### src/rtl/pipe_pkg.sv
// Shared types and default widths for the elastic pipeline stage.
// Also holds the EX/MEM control-bit positions used by stages that decode ctrl.
package pipe_pkg;

  typedef enum logic [1:0] {
    EMPTY = 2'd0,
    FULL  = 2'd1,
    SKID  = 2'd2
  } pipe_state_t;

  localparam int DEF_DATA_W = 64;
  localparam int DEF_CTRL_W = 4;
  localparam int DEF_RD_W   = 5;
  localparam int DEF_CNT_W  = 16;

  // Bit positions inside the EX/MEM control field.
  localparam int CTRL_MEM_WRITE    = 0;
  localparam int CTRL_MEM_READ     = 1;
  localparam int CTRL_WBSEL        = 2;
  localparam int CTRL_REG_WRITE_EN = 3;

  function automatic logic state_can_accept(input pipe_state_t s);
    return s != SKID;
  endfunction

  function automatic logic state_has_entry(input pipe_state_t s);
    return s != EMPTY;
  endfunction

endpackage

### src/rtl/pipe_slot_reg.sv
// One {data, ctrl, rd} holding register with load and clear.
// Clear wins over load so a kill never lets a new entry slip in.
module pipe_slot_reg
  import pipe_pkg::*;
#(
  parameter int DATA_W = DEF_DATA_W,
  parameter int CTRL_W = DEF_CTRL_W,
  parameter int RD_W   = DEF_RD_W
) (
  input  logic              CLK,
  input  logic              reset,
  input  logic              clear,
  input  logic              load,
  input  logic [DATA_W-1:0] load_data,
  input  logic [CTRL_W-1:0] load_ctrl,
  input  logic [RD_W-1:0]   load_rd,
  output logic [DATA_W-1:0] data,
  output logic [CTRL_W-1:0] ctrl,
  output logic [RD_W-1:0]   rd
);

  // NOTE: non-blocking assignments so every register samples pre-edge values.
  always_ff @(posedge CLK) begin
    if (reset || clear) begin
      data <= '0;
      ctrl <= '0;
      rd   <= '0;
    end else if (load) begin
      data <= load_data;
      ctrl <= load_ctrl;
      rd   <= load_rd;
    end
  end

endmodule

### src/rtl/pipe_stage_elastic.sv
// Elastic pipeline register with main+skid storage and a registered in_ready.
// Define PIPE_STAGE_PERF_EN to add saturating stall/bubble counters.
module pipe_stage_elastic
  import pipe_pkg::*;
#(
  parameter int DATA_W = DEF_DATA_W,
  parameter int CTRL_W = DEF_CTRL_W,
  parameter int RD_W   = DEF_RD_W
`ifdef PIPE_STAGE_PERF_EN
  ,
  parameter int CNT_W  = DEF_CNT_W
`endif
) (
  input  logic              CLK,
  input  logic              reset,
  input  logic              flush,
  input  logic              in_valid,
  output logic              in_ready,
  input  logic [DATA_W-1:0] in_data,
  input  logic [CTRL_W-1:0] in_ctrl,
  input  logic [RD_W-1:0]   in_rd,
  output logic              out_valid,
  input  logic              out_ready,
  output logic [DATA_W-1:0] out_data,
  output logic [CTRL_W-1:0] out_ctrl,
  output logic [RD_W-1:0]   out_rd
`ifdef PIPE_STAGE_PERF_EN
  ,
  output logic [CNT_W-1:0]  stall_cnt,
  output logic [CNT_W-1:0]  bubble_cnt
`endif
);

  pipe_state_t state, next_state;

  logic accept;
  logic main_load, main_from_skid, main_clear, skid_load;

  logic [DATA_W-1:0] skid_data, main_load_data;
  logic [CTRL_W-1:0] skid_ctrl, main_load_ctrl;
  logic [RD_W-1:0]   skid_rd,   main_load_rd;

  assign accept = in_valid && in_ready;

  // NOTE: every always_comb output gets a default first so no latch is inferred.
  always_comb begin
    next_state     = state;
    main_load      = 1'b0;
    main_from_skid = 1'b0;
    main_clear     = 1'b0;
    skid_load      = 1'b0;
    if (flush) begin
      next_state = EMPTY;
      main_clear = 1'b1;
    end else begin
      unique case (state)
        EMPTY: begin
          if (accept) begin
            next_state = FULL;
            main_load  = 1'b1;
          end
        end
        FULL: begin
          if (out_ready) begin
            if (accept) begin
              main_load = 1'b1;
            end else begin
              // Draining to empty also clears ctrl/rd so bubbles carry no control.
              next_state = EMPTY;
              main_clear = 1'b1;
            end
          end else if (accept) begin
            next_state = SKID;
            skid_load  = 1'b1;
          end
        end
        SKID: begin
          if (out_ready) begin
            next_state     = FULL;
            main_load      = 1'b1;
            main_from_skid = 1'b1;
          end
        end
        default: begin
          next_state = EMPTY;
          main_clear = 1'b1;
        end
      endcase
    end
  end

  // State plus handshake outputs, all registered from the next state.
  always_ff @(posedge CLK) begin
    if (reset) begin
      state     <= EMPTY;
      in_ready  <= 1'b1;
      out_valid <= 1'b0;
    end else begin
      state     <= next_state;
      in_ready  <= state_can_accept(next_state);
      out_valid <= state_has_entry(next_state);
    end
  end

  assign main_load_data = main_from_skid ? skid_data : in_data;
  assign main_load_ctrl = main_from_skid ? skid_ctrl : in_ctrl;
  assign main_load_rd   = main_from_skid ? skid_rd   : in_rd;

  pipe_slot_reg #(
    .DATA_W (DATA_W),
    .CTRL_W (CTRL_W),
    .RD_W   (RD_W)
  ) u_main (
    .CLK       (CLK),
    .reset     (reset),
    .clear     (main_clear),
    .load      (main_load),
    .load_data (main_load_data),
    .load_ctrl (main_load_ctrl),
    .load_rd   (main_load_rd),
    .data      (out_data),
    .ctrl      (out_ctrl),
    .rd        (out_rd)
  );

  pipe_slot_reg #(
    .DATA_W (DATA_W),
    .CTRL_W (CTRL_W),
    .RD_W   (RD_W)
  ) u_skid (
    .CLK       (CLK),
    .reset     (reset),
    .clear     (flush),
    .load      (skid_load),
    .load_data (in_data),
    .load_ctrl (in_ctrl),
    .load_rd   (in_rd),
    .data      (skid_data),
    .ctrl      (skid_ctrl),
    .rd        (skid_rd)
  );

`ifdef PIPE_STAGE_PERF_EN
  // Counters saturate at all-ones; flush leaves them untouched.
  always_ff @(posedge CLK) begin
    if (reset) begin
      stall_cnt  <= '0;
      bubble_cnt <= '0;
    end else begin
      if (out_valid && !out_ready && (stall_cnt != '1)) begin
        stall_cnt <= stall_cnt + CNT_W'(1);
      end
      if (!out_valid && (bubble_cnt != '1)) begin
        bubble_cnt <= bubble_cnt + CNT_W'(1);
      end
    end
  end
`endif

endmodule
### config.mk
export PLATFORM = sky130hd
export DESIGN_NAME = pipe_stage_elastic
export DESIGN_NICKNAME = d
export VERILOG_FILES = /design/src/rtl/pipe_pkg.sv /design/src/rtl/pipe_slot_reg.sv /design/src/rtl/pipe_stage_elastic.sv
export SDC_FILE = /design/constraint.sdc
export NUM_CORES = 1
export LEC_CHECK = 0
export ABC_AREA = 0
export CAP_MARGIN = 5
export CORE_UTILIZATION = 49
export CTS_BUF_LIST = sky130_fd_sc_hd__clkbuf_16
export DETAILED_ROUTE_END_ITERATION = 10
export GPL_TIMING_DRIVEN = 1
export HOLD_SLACK_MARGIN = 0.06
export PLACE_DENSITY = 0.79
export SLEW_MARGIN = 20
export SYNTH_ARGS = -nofsm -noshare
export SYNTH_HDL_FRONTEND = slang
export SYNTH_SLANG_ARGS = --single-unit
### constraint.sdc
create_clock -name CLK -period 2.05 [get_ports CLK]
set_input_delay 0.3075 -clock CLK [delete_from_list [all_inputs] [get_ports CLK]]
set_output_delay 0.3075 -clock CLK [all_outputs]
set_load 0.005 [all_outputs]
After elaboration in Yosys (flattened, before gate mapping):

Index checks and enable logic that the tools add are counted.

* eq/ne operators: 3
* reduce and logical (&&, ||, !) cells: 6
* muxes and demuxes: 24

Operator list (number)
* 2-to-1 mux 64 bit: 1
* 2-to-1 mux 1 bit: 12
* 2-to-1 mux 2 bit: 6
* one-hot mux 2 bit (3 select lines): 1
* 2-to-1 mux 5 bit: 1
* 2-to-1 mux 4 bit: 1
* one-hot mux 1 bit (3 select lines): 1
* equality test 2 x 1 -> 1 bit, second input constant: 1
* equality test 2 bit, second input constant: 1
* zero test 2 bit: 1
* logical OR 1 bit: 2
* inequality test 2 bit, second input constant: 1
* one-hot mux 1 bit (2 select lines): 1
* nonzero test 2 bit: 1
* OR reduction 2 bit: 1
* logical AND 1 bit: 1

* bits in registers: 150
* output and inout bits: 75
* word-level logic and storage cells: 42
* bits of input ports: 78

Logic depth before layout (Yosys ltp):

Gate-level depths: netlist of run 1.

* depth in word-level cells: 6
* gate-level depth with buffers: 7
* depth with buffers taken out: 4

Cells and area by module:

Synthesis of run 1 repeated with hierarchy kept, for this count alone.

* cells, all modules: 578
* area total of the unflattened synthesis: 6490.0 sq um

Modules (own cells, without submodules)
* pipe_slot_reg: sequential area each 1461.4 sq um, cells each 236, area an instance 2678.8 sq um, times used 2
* pipe_stage_elastic: sequential area each 80.1 sq um, cells each 106, area an instance 1132.3 sq um, times used 1

Worst setup path before layout of run 1:

No wires, ideal clock.

* path type: reg2reg
* start point: register in_ready
* end point: register u_skid.data[0]
* required time: 1918 ps
* arrival time: 1438 ps
* path buffers: 2
* stages on the path, launching flop included: 7
* setup time: 132 ps
* period minus slack after synthesis: 1570 ps
* path slack: 480 ps
* cell sequence: dfxtp_1 > nand2_1 > or4_1 > buf_2 > buf_2 > nand2_1 > a21oi_1

* word-level cells in the longest chain between the ends: 5

Ends and longest elaborated chain
* start: declaration: line pipe_stage_elastic.sv:18 `output logic in_ready,`
* start signal: assignment: line pipe_stage_elastic.sv:100 `in_ready <= state_can_accept(next_state);`
* logical AND 1 bit: line pipe_stage_elastic.sv:43 `assign accept = in_valid && in_ready;`
* 2-to-1 mux 1 bit: line pipe_stage_elastic.sv:72 `end else if (accept) begin`
* 2-to-1 mux 1 bit: line pipe_stage_elastic.sv:64 `if (out_ready) begin`
* 2-to-1 mux 1 bit: line pipe_stage_elastic.sv:56 `unique case (state)`
* 2-to-1 mux 1 bit: line pipe_stage_elastic.sv:52 `if (flush) begin`
* end signal: assignment: line pipe_slot_reg.sv:29 `data <= load_data;`
* end: declaration: line pipe_slot_reg.sv:17 `output logic [DATA_W-1:0] data,`

Every way passes these cells.
A chain may end at the register's enable or synchronous reset.

Worst setup path in the final report of run 1:

* start point: register state[1]
* end point: register u_main.rd[0]

* word-level cells in the longest chain between the ends: 5
* elaborated cells between the ends (all ways): 12
* those cells by class: eq/ne (2); mux (7); reduce/logical (3)

Ends and longest elaborated chain
* start: declaration: line pipe_stage_elastic.sv:34 `pipe_state_t state, next_state;`
* start signal: assignment: line pipe_stage_elastic.sv:99 `state <= next_state;`
* equality test 2 bit or zero test 2 bit (tied branches): line pipe_stage_elastic.sv:56
* OR reduction 2 bit (no source line)
* one-hot mux 1 bit (2 select lines): line pipe_stage_elastic.sv:56
* 2-to-1 mux 1 bit: line pipe_stage_elastic.sv:52
* logical OR 1 bit: line pipe_slot_reg.sv:24 `if (reset || clear) begin`
* end signal: assignment: line pipe_slot_reg.sv:31 `rd <= load_rd;`
* end: declaration: line pipe_slot_reg.sv:19 `output logic [RD_W-1:0] rd`

Several ways; a longest one is shown, not always the timed one.

==> run summary, run 1 <==
The total of fill cells in the finished design is 855. The parity-gate share of the synthesized area counting xor and xnor cells is 0%. The final critical path takes up 88.9% of the cycle. The first global-routing pass estimated 25,000 um of wire.

The startpoint identified for the worst register-to-register timing path is state[1]. For the detailed-placement wirelength estimate, the log shows 10,100 um. The worst hold slack came out at 0.453 ns. The synthesized netlist devotes 15.7% of its cell area to simple gates. Initial antenna violation count: 0. The first TritonRoute pass finished after 5 iterations. 0 antenna diodes ended up in the layout.

The tools report the number of H-tree levels as 4. In this run the most critical hold path is launched from u_skid.data[9]. By area, the combinational part of the netlist is dominated by compound AO/OA/AOI/OAI gates. Summing all placed instances gives a cell area of 7730 um2. TritonCTS built the clock tree.

Along the worst path, the maximum fanout reaches 20. The die is 112 um wide. Setup violations remaining at the end of the flow were counted as 0.

Total CTS buffers: 17. Relative to the synthesized area, the layout overhead comes to 38.9%. The adder-cell area share of the yosys netlist is 0%, and the via count normalized by instance count is 5.44. Summing the areas of all compound-gate instances in the mapped netlist gives 16.5% of the synthesized area. On the critical path the largest part of the delay comes from flip-flops.

In the final layout, the multi-input gates occupy 2680 um2. The starting density of the core is 51.3%, and the core footprint is 11,700 um2. Cell with the biggest individual delay on the critical path: dfxtp_1. Row count: 39. The tree built by TritonCTS fans out to 150 sinks. The sum of internal, switching and leakage power is 6.71 mW, and the number of synthesized flops with an enable pin is 0. The number of warnings issued by yosys is 0, and the slew at the pin closest to its max-slew limit is 0.415 ns. After clock tree synthesis, the clock-pin slew on the worst setup and hold paths is 0.06 ns.

The mapped cell area is 5980 um2. The flow ran to the end, and the final reports show no timing, DRC or antenna violations. Total routing usage reported by global routing: 24.8%. After technology mapping, the gate count stands at 668.

Counting every net in the synthesized netlist gives 746. For this run, the slowest stage of the critical path takes 0.57 ns. Among all flip-flop cells after synthesis, the most frequent one is dfxtp_1. The synthesized area per cell is 8.95 um2.

At the worst endpoint, the arrival time is 2.13 ns. The clock reaches the later pin of the worst-skew pair after 0.41 ns. The die covers 12,600 um2.

Across the whole layout, storage elements account for 3000 um2. The detailed router finished its first iteration with 313 violations. STA classifies the critical path endpoint as a flop. The routability congestion estimate is 0.793, and the floorplan die height is 112 um. The design area was 8310 um2; the number of endpoints with negative hold slack in the final report was 0.

The worst-case IR drop observed on VDD is 0.519 mV. The count of buffers inserted at the top-level ports works out to 152. The portion of the post-synthesis area used by sequential elements was 50.2%; the final wirelength was 15,100 um. The worst clock skew is 0.00682 ns. The synthesized design contains 150 register bits. The tools report the number of max-capacitance violations reported as 0.

During I/O placement, the number of pins put on the boundary was 153. After synthesis, the share of flip-flops with an asynchronous set or reset is 0%. The tools report the number of buffers between clock root and the deepest sink as 2. Setup repair after global routing left no endpoint under its margin. The leakage power figure came out at 2.71 nW. Measured against the total synthesized area, the mux share comes to 12.2%. For the detailed-route DRC error count, the log shows 0. Launch point of the worst path: state[1].

The tools report the required time at the worst-slack endpoint as 2.36 ns. After global routing the overflow that remains totals 0. Walking the worst path, the cells encountered are nand2b_4, nor3b_4, buf_4, mux2i_1, a211oi_1.

For the total number of vias, the log shows 5,257. The number of global-route vias before repair was 5,126. The worst hold path belongs to the class reg2reg. The library cells used most frequently in the layout, excluding fill and tap cells, are clkdlybuf4s50_1 (152), dfxtp_1 (150), nand2_1 (148), a21oi_1 (76), nor2_1 (75). Counting distinct cell types in the post-synthesis netlist gives 26.

Count of pins over their slew limit: 0. Minimum clock period after layout: 1.82 ns. The number of nets in the finished design is 889, and the largest net degree at the start of global routing is 78. Post-CTS timing repair inserted 0 buffers for setup. Power spread over the standard cell area amounts to 808 nW/um2.

Timing would allow up to 549 MHz. For this design, the CTS-stage hold fixing added 0 buffers. The worst setup path is launched from a flop. Headroom to the max-slew limit came out at 72.3%.

The number of buffers and inverters on the critical path came out at 1. The critical path is of the reg2reg type. In this run the clock root is driven by a clkbuf_16. Dividing the detail-routed wire length by the instance count gives 15.6 um. The ratio of cells with drive above 1 in the final layout was 7.90%. The tools report the number of antenna-violating nets in the routed design as 0. The library cell used most frequently in the layout, excluding fill and tap cells, is clkdlybuf4s50_1. The post-cts repair resize count is 0.
[power breakdown]
part	internal, mW	switching [mW]
registers	2.98	0.0407
logic	0.374	0.308
clock network	1.87	1.13
[cell families (layout without fill, tap and decap cells)]
logic type | count (synthesis) | after routing
buffers and inverters | 56 | 211
muxes | 73 | 73
AOI/OAI and AO/OA | 155 | 155
and+or+nand+nor | 234 | 234
DFF | 150 | 150
[layout make-up]
type,count,area share (%)
clock buffers,17,5.12
clock inverters,14,1.75
multi-input cells,462,32.3
flip-flops and latches,150,36.2
well taps,143,2.15
repair buffers,180,22.5
[path summary, 6_finish.rpt]
kind	to	slack, ns	cells past startpoint
min reg2reg	u_skid.data[9]	0.45	2
max reg2reg	u_main.rd[0]	0.23	5
min	u_skid.data[9]	0.45	2
max	u_main.rd[0]	0.23	5
[state kept, by name (all words and copies together), names as in the netlist]
name	count
u_skid.rd	5
u_skid.data	64
u_main.ctrl	4
u_skid.ctrl	4
state	2
u_main.data	64
out_valid	1
u_main.rd	5
in_ready	1
[synth_stat cells (2+ instances only)]
library cell	n	share of area (%)
a21oi_1	76	6.4
buf_2	17	1.4
clkbuf_1	19	1.2
mux2i_1	73	12
buf_6	7	1.3
nor2_1	75	4.7
dfxtp_1	150	50
a211oi_1	71	8.9
a211oi_2	3	0.63
nand2_1	149	9.4
a31oi_1	2	0.21
buf_4	9	1.1
buf_1	4	0.25
[metrics by stage]
stage                     worst slack [ns]  util [%]  TNS (ns)  instances
final                                0.228      71.2         0        966
after global routing                0.0849      71.2         0        966
after CTS                            0.223      71.2         0        966
after detailed placement           -0.0582      66.3     -2.37        935
after global placement             -0.0105      66.3   -0.0322        935
after floorplan                      0.480         -         0        668
[metal layers]
metal | track usage [%] | share of wire [%] | up-vias
met3 | 6.75 | 6.0 | 24
met1 | 30.9 | 43 | 2467
met2 | 41.2 | 49 | 170
li1 | - | - | 2596
met4 | 9.16 | 1.7 | 0
met5 | 0 | 0 | -
[worst register-to-register path, stage by stage (launching register included)]
cell and delay [ns]:
dfxtp_1 0.57, nand2b_4 0.12, nor3b_4 0.22, buf_4 0.38, mux2i_1 0.14, a211oi_1 0.29
Power figures use the tool's default switching activity.
==> run 2, diff against run 1 <==
--- a/config.mk
+++ b/config.mk
@@ -13,6 +13,7 @@
 export GPL_TIMING_DRIVEN = 1
 export HOLD_SLACK_MARGIN = 0.06
 export PLACE_DENSITY = 0.79
+export SETUP_SLACK_MARGIN = 0.02
 export SLEW_MARGIN = 20
 export SYNTH_ARGS = -nofsm -noshare
 export SYNTH_HDL_FRONTEND = slang
==> results of run 2 <==
No change in the layout: final DEF, timing and power equal those of run 1.
==> run 3, diff against run 2 <==
==> constraint.sdc (replaced) <==
create_clock -name CLK -period 2 [get_ports CLK]
set_input_delay 0.3 -clock CLK [delete_from_list [all_inputs] [get_ports CLK]]
set_output_delay 0.3 -clock CLK [all_outputs]
set_load 0.005 [all_outputs]
==> run summary, run 3 (synthesis results as in run 1) <==
The total number of vias is 5,213, and the count of buffers inserted at the top-level ports is 152. After the flow finishes, the layout carries non-filler instances totaling 969. The logs give 0 for the post-cts repair resize count and 72.7% for the relative max-transition margin. The tree built by TritonCTS fans out to 150 sinks.

Summing all non-filler instances in the final layout gives an area of 8260 um2. Number of H-tree levels: 4. After detailed routing, the number of remaining DRC violations is 0. The post-place instance area was 7760 um2; the row count was 39. The tightest min-delay check is of the reg2reg type.

STA classifies the critical path startpoint as a flop. At the worst endpoint, the arrival time is 2.16 ns. The floorplan die height is 112 um. Initial antenna violation count: 0.

For the worst-skew pair, the clock arrives at the later sink with an insertion delay of 0.42 ns. The leakage power figure was 2.70 nW; the cell total after placement was 938. TritonCTS built the clock tree.

The run gives 5.94% as the met3 layer usage reported by global route. The number of cell instances on the worst register-to-register path is 5. The start of the worst register-to-register path is state[1].

The run gives 11,700 um2 as the core footprint. The final layout contains routed wiring with a total length of 14,900 um. The sum of internal, switching and leakage power is 6.57 mW, and the detailed-placement wirelength estimate is 10,200 um.

153 I/O pins were placed. In this run the post-CTS setup repair buffer count came out at 0. The critical path start-end classification was reg2reg. The maximum fanout count along the critical path came out at 20. The run finished with clean final reports.

The run gives 0 as the number of endpoints with negative hold slack in the final report. Power spread over the standard cell area amounts to 795 nW/um2. After routing, the total negative slack on setup checks comes to 0 ns. The endpoint of the lowest-slack register-to-register path is u_main.data[2]. The top cell types in the final layout, fill and taps aside, are clkdlybuf4s50_1 (152), dfxtp_1 (150), nand2_1 (148), a21oi_1 (76), nor2_1 (75).

Prior to clock tree synthesis, the placed netlist has a worst setup slack of -0.148 ns. The layer flagged by global routing as most heavily used is met2. The first-pass GRT wire length is 24,100 um, and the area added between synthesis and finish is 38.2%.

Launch point of the worst path: state[1]. The clock transition at the registers of the reported paths is 0.06 ns. Buffers inserted to repair hold after CTS numbered 0. The number of antenna diodes in the final layout is 0. Setup repair after global routing left no endpoint under its margin. The logs give 24.0% for the total routing usage reported by global routing and 0 for the number of antenna-violating nets in the routed design.

Length of the first detailed-routing pass in iterations: 5. The slack of the worst reg-to-reg path was 0.15 ns. For this run, the top clock speed supported by timing is 542 MHz.

After detailed routing, the average wire length per cell comes to 15.4 um. The logs give 0 for the number of max-capacitance violations reported and 286 for the detailed router's first-iteration violation count. In the finished design, the share of the clock period the worst path needs comes to 92.3%. Entering global routing, the biggest net connects 78 pins. In the final layout, the share of cells above drive strength 1 is 7.38%. The routability congestion estimate was 0.787; the minimum clock period after layout was 1.85 ns.

The starting density of the core came out at 51.3%. In this run the worst setup path terminates at u_main.data[2]. For the count of pins over their slew limit, the log shows 0. The leftover overflow at the end of global routing came out at 0.

The largest registers in the layout are u_main.data x64, u_skid.data x64. Number of global-route vias before repair: 5,050. Setup violations remaining at the end of the flow were counted as 0. The number of buffers between clock root and the deepest sink came out at 2. The met1 usage was 28.8%; the number of nets in the finished design was 892.

The kind of end point of the critical path is a flop. The met2 track demand over resource in global routing was 41.2%; the minimum setup slack in the final design was 0.155 ns. The die is 112 um wide. Leaving out fill and tap cells, the most frequent cell in the layout is clkdlybuf4s50_1.

The run gives 0.00623 ns as the worst clock skew. In the routed layout, each cell is associated on average with a via count of 5.38. IR analysis of the VDD net gives a maximum drop of 0.566 mV.

The die covers 12,600 um2. CTS placed an instance of clkbuf_16 at the clock tree root. For the pin with the worst max-slew slack, the measured transition is 0.409 ns. Total CTS buffers: 17. Data on the critical path is required at its endpoint by 2.31 ns.
run 3: final cells by class:
class | count | area [um2]
clock buffers | 17 | 425
clock inverters | 14 | 81.3
fillers | 901 | 3400
multi-input cells | 462 | 2680
flip-flops and latches | 150 | 3000
well taps | 143 | 179
repair buffers | 183 | 1890
run 3: metrics by stage:
stage	util [%]	hold WS [ns]
after floorplan	-	0.378
final	70.9	0.455
after global routing	70.9	0.463
after global placement	66.5	0.441
after CTS	70.9	0.445
after detailed placement	66.5	0.447
run 3: worst max-delay path: stages, from the launching register on:
cell and delay [ns]:
dfxtp_1 0.57, nand2b_4 0.12, nor3b_4 0.23, buf_4 0.37, mux2i_1 0.14, a211oi_1 0.30
run 3: worst min path at each step:
stage | from | cells after the start | to | slack [ns]
final | u_skid.data[38] | 2 | u_skid.data[38] | 0.45
after global routing | in_data[55] | 3 | u_skid.data[55] | 0.46
after CTS | in_data[51] | 3 | u_skid.data[51] | 0.45
after detailed placement | u_skid.data[40] | 2 | u_skid.data[40] | 0.45
after global placement | u_skid.data[6] | 2 | u_skid.data[6] | 0.44
after floorplan | out_ready | 1 | state[1] | 0.38
run 3: power by group:
group	total, mW	switching (mW)	internal (mW)
Clock	2.77	1.12	1.64
Sequential	3.10	0.0412	3.06
Combinational	0.703	0.314	0.389
Total	6.57	1.48	5.09
run 3: layer usage:
metal  wire, um  vias to the layer above
met1       6510                     2451
met2       7360                      145
met3        782                       21
met4        279                        0
met5          0                        -
li1           -                     2596
